===== src/rtl/rr_lock_arbiter_if.sv =====
// Requester-side bus for rr_lock_arbiter.
//   request     : one bit per requester, high while it wants or holds the resource
//   grant       : one-hot (or zero) owner vector
//   select      : binary index of the owner, 0 when nothing is granted
//   grant_valid : high while some requester owns the resource
//   grant_count : per-requester new-grant counters (ARB_GRANT_CNT_EN only)
// Modports: master = requester side, slave = arbiter side.
interface rr_lock_arbiter_if #(
    parameter int unsigned NumRequests = 4
`ifdef ARB_GRANT_CNT_EN
    ,
    parameter int unsigned CntWidth = 16
`endif
);
    localparam int unsigned SelW = (NumRequests > 1) ? $clog2(NumRequests) : 1;

    logic [NumRequests-1:0] request;
    logic [NumRequests-1:0] grant;
    logic [SelW-1:0]        select;
    logic                   grant_valid;
`ifdef ARB_GRANT_CNT_EN
    logic [NumRequests*CntWidth-1:0] grant_count;

    modport master (output request, input grant, input select, input grant_valid, input grant_count);
    modport slave  (input request, output grant, output select, output grant_valid, output grant_count);
`else
    modport master (output request, input grant, input select, input grant_valid);
    modport slave  (input request, output grant, output select, output grant_valid);
`endif
endinterface


===== src/rtl/rr_lock_arbiter.sv =====
// Registered round-robin arbiter with grant locking and optional hold timeout.
// The owner keeps the grant while its request stays high; with MaxHold > 0 an
// owner that has held for MaxHold cycles is preempted if anyone else is waiting.
// Ports:
//   clk  : clock, rising edge
//   rst  : synchronous active-high reset
//   bus  : rr_lock_arbiter_if.slave (request in; grant/select/grant_valid out,
//          plus grant_count when built with ARB_GRANT_CNT_EN)
// Build option: define ARB_GRANT_CNT_EN to add per-requester CntWidth-bit
// counters of newly registered grants, exposed on bus.grant_count.
module rr_lock_arbiter #(
    parameter int unsigned NumRequests = 4,
    parameter int unsigned MaxHold     = 0,
    parameter int unsigned CntWidth    = 16
) (
    input  logic              clk,
    input  logic              rst,
    rr_lock_arbiter_if.slave  bus
);
    localparam int unsigned SelW  = (NumRequests > 1) ? $clog2(NumRequests) : 1;
    localparam int unsigned HoldW = (MaxHold > 1) ? $clog2(MaxHold) : 1;

    // Elaboration-time parameter sanity.
    if (NumRequests == 0 || NumRequests > 64) begin : g_bad_num_requests
        $error("rr_lock_arbiter: NumRequests must be 1..64");
    end
    if (CntWidth == 0) begin : g_bad_cnt_width
        $error("rr_lock_arbiter: CntWidth must be at least 1");
    end

    typedef enum logic {
        IDLE,
        GRANTED
    } state_t;

    state_t                 state;
    logic [SelW-1:0]        ptr;        // last winner; equals the owner while GRANTED
    logic [HoldW-1:0]       hold_cnt;
    logic [NumRequests-1:0] grant_q;
    logic [SelW-1:0]        select_q;
    logic                   valid_q;

    logic [NumRequests-1:0] others;
    logic                   owner_req;
    logic                   at_limit;
    logic                   need_arb;
    logic                   win_found;
    logic [SelW-1:0]        win_idx;

    // Excluding the current owner from the scan covers all three cases: in IDLE
    // grant is zero, on release the owner's bit is already low, and on
    // preemption the owner must not win again.
    assign others    = bus.request & ~grant_q;
    assign owner_req = |(bus.request & grant_q);
    assign at_limit  = (MaxHold != 0) && (hold_cnt == HoldW'(MaxHold - 1));
    assign need_arb  = (state == IDLE) || !owner_req || at_limit;

    // Round-robin scan starting just after ptr, wrapping modulo NumRequests.
    always_comb begin : arb_scan
        int unsigned            idx;
        logic [NumRequests-1:0] shifted;
        win_found = 1'b0;
        win_idx   = '0;
        idx       = 0;
        shifted   = '0;
        for (int unsigned off = 1; off <= NumRequests; off++) begin
            idx = 32'(ptr) + off;
            if (idx >= NumRequests) begin
                idx = idx - NumRequests;
            end
            shifted = others >> idx;
            if (!win_found && shifted[0]) begin
                win_found = 1'b1;
                win_idx   = SelW'(idx);
            end
        end
    end

    // Arbitration state and registered outputs.
    always_ff @(posedge clk) begin
        if (rst) begin
            state    <= IDLE;
            ptr      <= SelW'(NumRequests - 1);
            hold_cnt <= '0;
            grant_q  <= '0;
            select_q <= '0;
            valid_q  <= 1'b0;
        end else if (need_arb && win_found) begin
            state    <= GRANTED;
            ptr      <= win_idx;
            hold_cnt <= '0;
            grant_q  <= NumRequests'(1) << win_idx;
            select_q <= win_idx;
            valid_q  <= 1'b1;
        end else if (need_arb && !owner_req) begin
            // Released (or idle) with nobody waiting.
            state    <= IDLE;
            hold_cnt <= '0;
            grant_q  <= '0;
            select_q <= '0;
            valid_q  <= 1'b0;
        end else if ((MaxHold != 0) && !at_limit) begin
            // Owner keeps the grant; the count saturates at MaxHold-1.
            hold_cnt <= hold_cnt + HoldW'(1);
        end
    end

    assign bus.grant       = grant_q;
    assign bus.select      = select_q;
    assign bus.grant_valid = valid_q;

`ifdef ARB_GRANT_CNT_EN
    logic [NumRequests*CntWidth-1:0] cnt_q;

    // Count newly registered grants only; held cycles leave the counters alone.
    always_ff @(posedge clk) begin
        if (rst) begin
            cnt_q <= '0;
        end else if (need_arb && win_found) begin
            for (int unsigned i = 0; i < NumRequests; i++) begin
                if (SelW'(i) == win_idx) begin
                    cnt_q[i*CntWidth +: CntWidth] <= cnt_q[i*CntWidth +: CntWidth] + CntWidth'(1);
                end
            end
        end
    end

    assign bus.grant_count = cnt_q;
`endif
endmodule


===== src/flat_wrapper.sv =====
// flat-port wrapper written by rule: the top's interface ports become plain ports
module rr_lock_arbiter_flat 
#(
    parameter int unsigned NumRequests = 4,
    parameter int unsigned MaxHold     = 0,
    parameter int unsigned CntWidth    = 16
)
  (clk, rst, bus_request, bus_grant, bus_select, bus_grant_valid);
  rr_lock_arbiter_if #(.NumRequests(NumRequests)) bus_i ();
  input  logic clk;
  input  logic rst;
  input wire logic [$bits(bus_i.request)-1:0] bus_request;
  output wire logic [$bits(bus_i.grant)-1:0] bus_grant;
  output wire logic [$bits(bus_i.select)-1:0] bus_select;
  output wire logic [$bits(bus_i.grant_valid)-1:0] bus_grant_valid;
  assign bus_i.request = bus_request;
  assign bus_grant = bus_i.grant;
  assign bus_select = bus_i.select;
  assign bus_grant_valid = bus_i.grant_valid;
  rr_lock_arbiter #(.NumRequests(NumRequests), .MaxHold(MaxHold), .CntWidth(CntWidth)) u_core (.clk(clk), .rst(rst), .bus(bus_i));
endmodule

===== config.mk =====
export PLATFORM = sky130hd
export DESIGN_NAME = rr_lock_arbiter_flat
export DESIGN_NICKNAME = d
export VERILOG_FILES = /design/src/rtl/rr_lock_arbiter_if.sv /design/src/rtl/rr_lock_arbiter.sv /design/src/flat_wrapper.sv
export SDC_FILE = /design/constraint.sdc
export NUM_CORES = 1
export LEC_CHECK = 0
export CAP_MARGIN = 10
export CORE_MARGIN = 2
export CORE_UTILIZATION = 45
export CTS_CLUSTER_SIZE = 25
export DETAILED_ROUTE_END_ITERATION = 10
export PLACE_DENSITY = 0.73
export SKIP_LAST_GASP = 1
export SLEW_MARGIN = 20
export SYNTH_ARGS = -nofsm -noshare
export SYNTH_HDL_FRONTEND = slang
export SYNTH_SLANG_ARGS = --single-unit

===== constraint.sdc =====
create_clock -name clk -period 2.9 [get_ports clk]
set_input_delay 0.58 -clock clk [delete_from_list [all_inputs] [get_ports clk]]
set_output_delay 0.58 -clock clk [all_outputs]
set_load 0.02 [all_outputs]

==> flow_summary_export.csv <==
group,metric,value,unit
timing,fin_crit_sh,83.9,%
cells_and_area,stdcell_area,922,µm²
grt,grt_pass1_wl,3160,µm
critical_path,start_kind,"primary input",
critical_path,cpPeakStageDelay,470,ps
timing,hold_viol_final,0,
floorplan,core_area,1540,µm²
critical_path,worstPathMaxFanout,5,
placement,gp_congestion,0.897,
detailed_routing,drt_wl_total,1820,µm
power_and_ir_drop,p_per_area,1190,nW/µm²
logic_synthesis,yosysUniqueCellTypes,48,
clock_network,clock_latency,260,ps
logic_synthesis,synth_ff_type,"dfxtp_1",
clock_network,cts_tree,"yes",
timing,slew_viol_final,0,
grt,grt_max_degree,16,
logic_synthesis,ys_warn_count,0,
clock_network,path_clk_slew,60,ps
floorplan,die_y,45.0,µm
floorplan,dieWidth,45.0,µm
timing,timing.final.crit_period,2430,ps
grt,grt_pass1_vias,686,
critical_path,crit_slowest_cell,"clkdlybuf4s50_1",
clock_network,cts_resized,0,
detailed_routing,wl_per_cell,15.5,µm
timing,slew_headroom,72.7,%
timing,max_freq,411,MHz
critical_path,cp.required,3110,ps
floorplan,fp-row-count,14,
critical_path,path_buf_inv,1,
detailed_routing,postRouteAntennaNets,0,
timing,finalSetupViolations,0,
power_and_ir_drop,vdd_drop_max,548,µV
logic_synthesis,synth-edff-count,0,
detailed_routing,firstDrtPassIters,4,
clock_network,cts_num_sinks,9,
critical_path,crit_path_end_kind,"flop",
logic_synthesis,avgSynthCellArea,8.80,µm²
hold_path,hold_path_class,"flop to flop",
timing,fin_tns_setup,0,ps
cells_and_area,multi_input_area,538,µm²
clock_network,hold_buffers,0,
detailed_routing,drc,0,
logic_synthesis,synth_top_area_cell,"dfxtp_1",
grt,grt.overflow.total,0,
critical_path,critPathKind,"primary input to flop",
logic_synthesis,syn_area,757,µm²
floorplan,io_pins,13,
detailed_routing,drt-vias-per-instance,6.45,
flow_run,maxCapViolations,0,
critical_path,cp_cell_sequence,"clkdlybuf4s50_1 > and2b_1 > a31oi_1 > a211oi_1 > o32ai_1 > nor3b_2 > a22o_1",
timing,grt_setup_unrepaired,"false",
placement,port_buffers,12,
logic_synthesis,synthArstFlopShare,0,%
grt,antenna_found_initial,0,
logic_synthesis,syn_nets,95,
logic_synthesis,ys_seq_area_share,23.8,%
placement,dp_hpwl,1400,µm
clock_network,post-cts-setup-buffer-count,0,
power_and_ir_drop,leakagePower,0.382,nW
critical_path,cpLargestDelayFamily,"compound AO/OA/AOI/OAI gates",
logic_synthesis,synth_top_area_share,23.8,%
clock_network,cts_root_buffer,"clkbuf_4",
cells_and_area,syn2layout_area_growth,21.8,%
critical_path,crit_arrival,2640,ps
cells_and_area,seqCellArea,180,µm²
floorplan,die_area,2030,µm²
clock_network,cts_buffers,3,
logic_synthesis,ys_ff_latch,9,
outcome,status,"completed",
cells_and_area,drive_above_1_share,14.7,%
detailed_routing,first_iter_violations,21,
logic_synthesis,netlist_top_cells_area,"dfxtp_1, ha_1, a22o_1",
placement,place_area,896,µm²
cells_and_area,fillers,147,
cells_and_area,antenna_cells,0,
logic_synthesis,syn_inst,86,
floorplan,initial_core_util,49.1,%
clock_network,cts_buffer_depth,2,
cells_and_area,final_nets,112,
grt,grt_usage,21.6,%
timing,tightest_slew,400,ps
clock_network,htree_num_levels,1,
timing,finalClockSkew,1.75,ps
detailed_routing,vias,761,
[sequential cells by signal, summed over array words and instances, names as in the netlist]
register and flops:
u_core.bus.grant 4, u_core.bus.select 2, u_core.ptr 2, u_core.state 1
[area by class of cell]
class,instances,area share (%)
Multi-Input combinational cell,70,58.3
Inverter,4,1.63
Tap cell,16,2.17
Clock buffer,4,2.85
Sequential cell,9,19.5
Timing Repair Buffer,15,15.5
[power breakdown]
group	switching (W)	total [W]	internal [W]
combinational	0.000426	0.000792	0.000366
clock	0.0000420	0.0000949	0.0000529
sequential	0.0000412	0.000211	0.000170
[routing by layer]
| metal | global-route usage, % | routed length [µm] |
|---|---|---|
| met5 | 0 | 0 |
| met4 | 8.24 | 23 |
| met2 | 31.4 | 856 |
| met1 | 29.2 | 826 |
| met3 | 7.60 | 118 |
[through the flow]
stage | hold WS (ps) | std cells | utilization, % | worst slack, ps | total power [W]
floorplan | 541 | 86 | - | 601 | 0.000796
detailed placement | 472 | 114 | 58.1 | 229 | 0.000993
CTS | 485 | 118 | 59.8 | 500 | 0.00110
global route | 487 | 118 | 59.8 | 304 | 0.00119
finish | 480 | 118 | 59.8 | 468 | 0.00110
global placement | 458 | 114 | 58.1 | 230 | 0.000989
[synth_stat cells (2+ instances only)]
library cell  instances
inv_1                 3
mux2i_1               3
a211oi_1              2
ha_1                  3
nand2_1               6
a22o_1                4
nor2_1                3
nand3_1               3
o21ai_0               2
nand2b_1              4
nor2b_1               2
o21a_1                2
nor3_1                2
a21oi_1               2
a22oi_1               2
dfxtp_1               9
o32ai_1               2
nand3b_1              2
[worst paths after layout]
| check | depth (start not counted) | to | startpoint | slack [ps] |
|---|---|---|---|---|
| max | 7 | u_core.bus.grant[2] | bus_request[1] | 470 |
| max reg2reg | 9 | u_core.bus.select[0] | u_core.ptr[0] | 490 |
| min | 2 | u_core.bus.select[0] | u_core.bus.select[0] | 480 |
| min reg2reg | 2 | u_core.bus.select[0] | u_core.bus.select[0] | 480 |
[worst register-to-register path, stage by stage, from the launching register on]
cell and delay, ps:
dfxtp_1 350, inv_2 90, ha_1 440, or3b_1 420, a221oi_1 270, and3_1 200, nor4_1 50, buf_4 170
or2_1 230, a21oi_1 120
[cells by family after synthesis]
kind of cell / count (synthesis) / share of synthesized area, %
multiplexers: 4 / 6.94
AND/OR/NAND/NOR: 35 / 28.6
adder cells (fa/ha/maj): 3 / 4.96
AO/OA/AOI/OAI: 28 / 30.6
flip-flops: 9 / 23.8
buffers and inverters: 7 / 5.12
[cells in the final DEF, fill, tap and decap left out, types with 2 or more instances in the layout]
cell and count:
clkdlybuf4s50_1 12, dfxtp_1 9, nand2_1 6, nand2b_1 4, a22o_1 4, inv_1 3
mux2i_1 3, nor2_1 3, nand3_1 3, ha_1 3, clkbuf_4 3, buf_4 3
nand3b_1 2, nor2b_1 2, o21ai_0 2, a211oi_1 2, o21a_1 2, a22oi_1 2
o32ai_1 2, nor3_1 2, a21oi_1 2
Power figures use the tool's default switching activity.
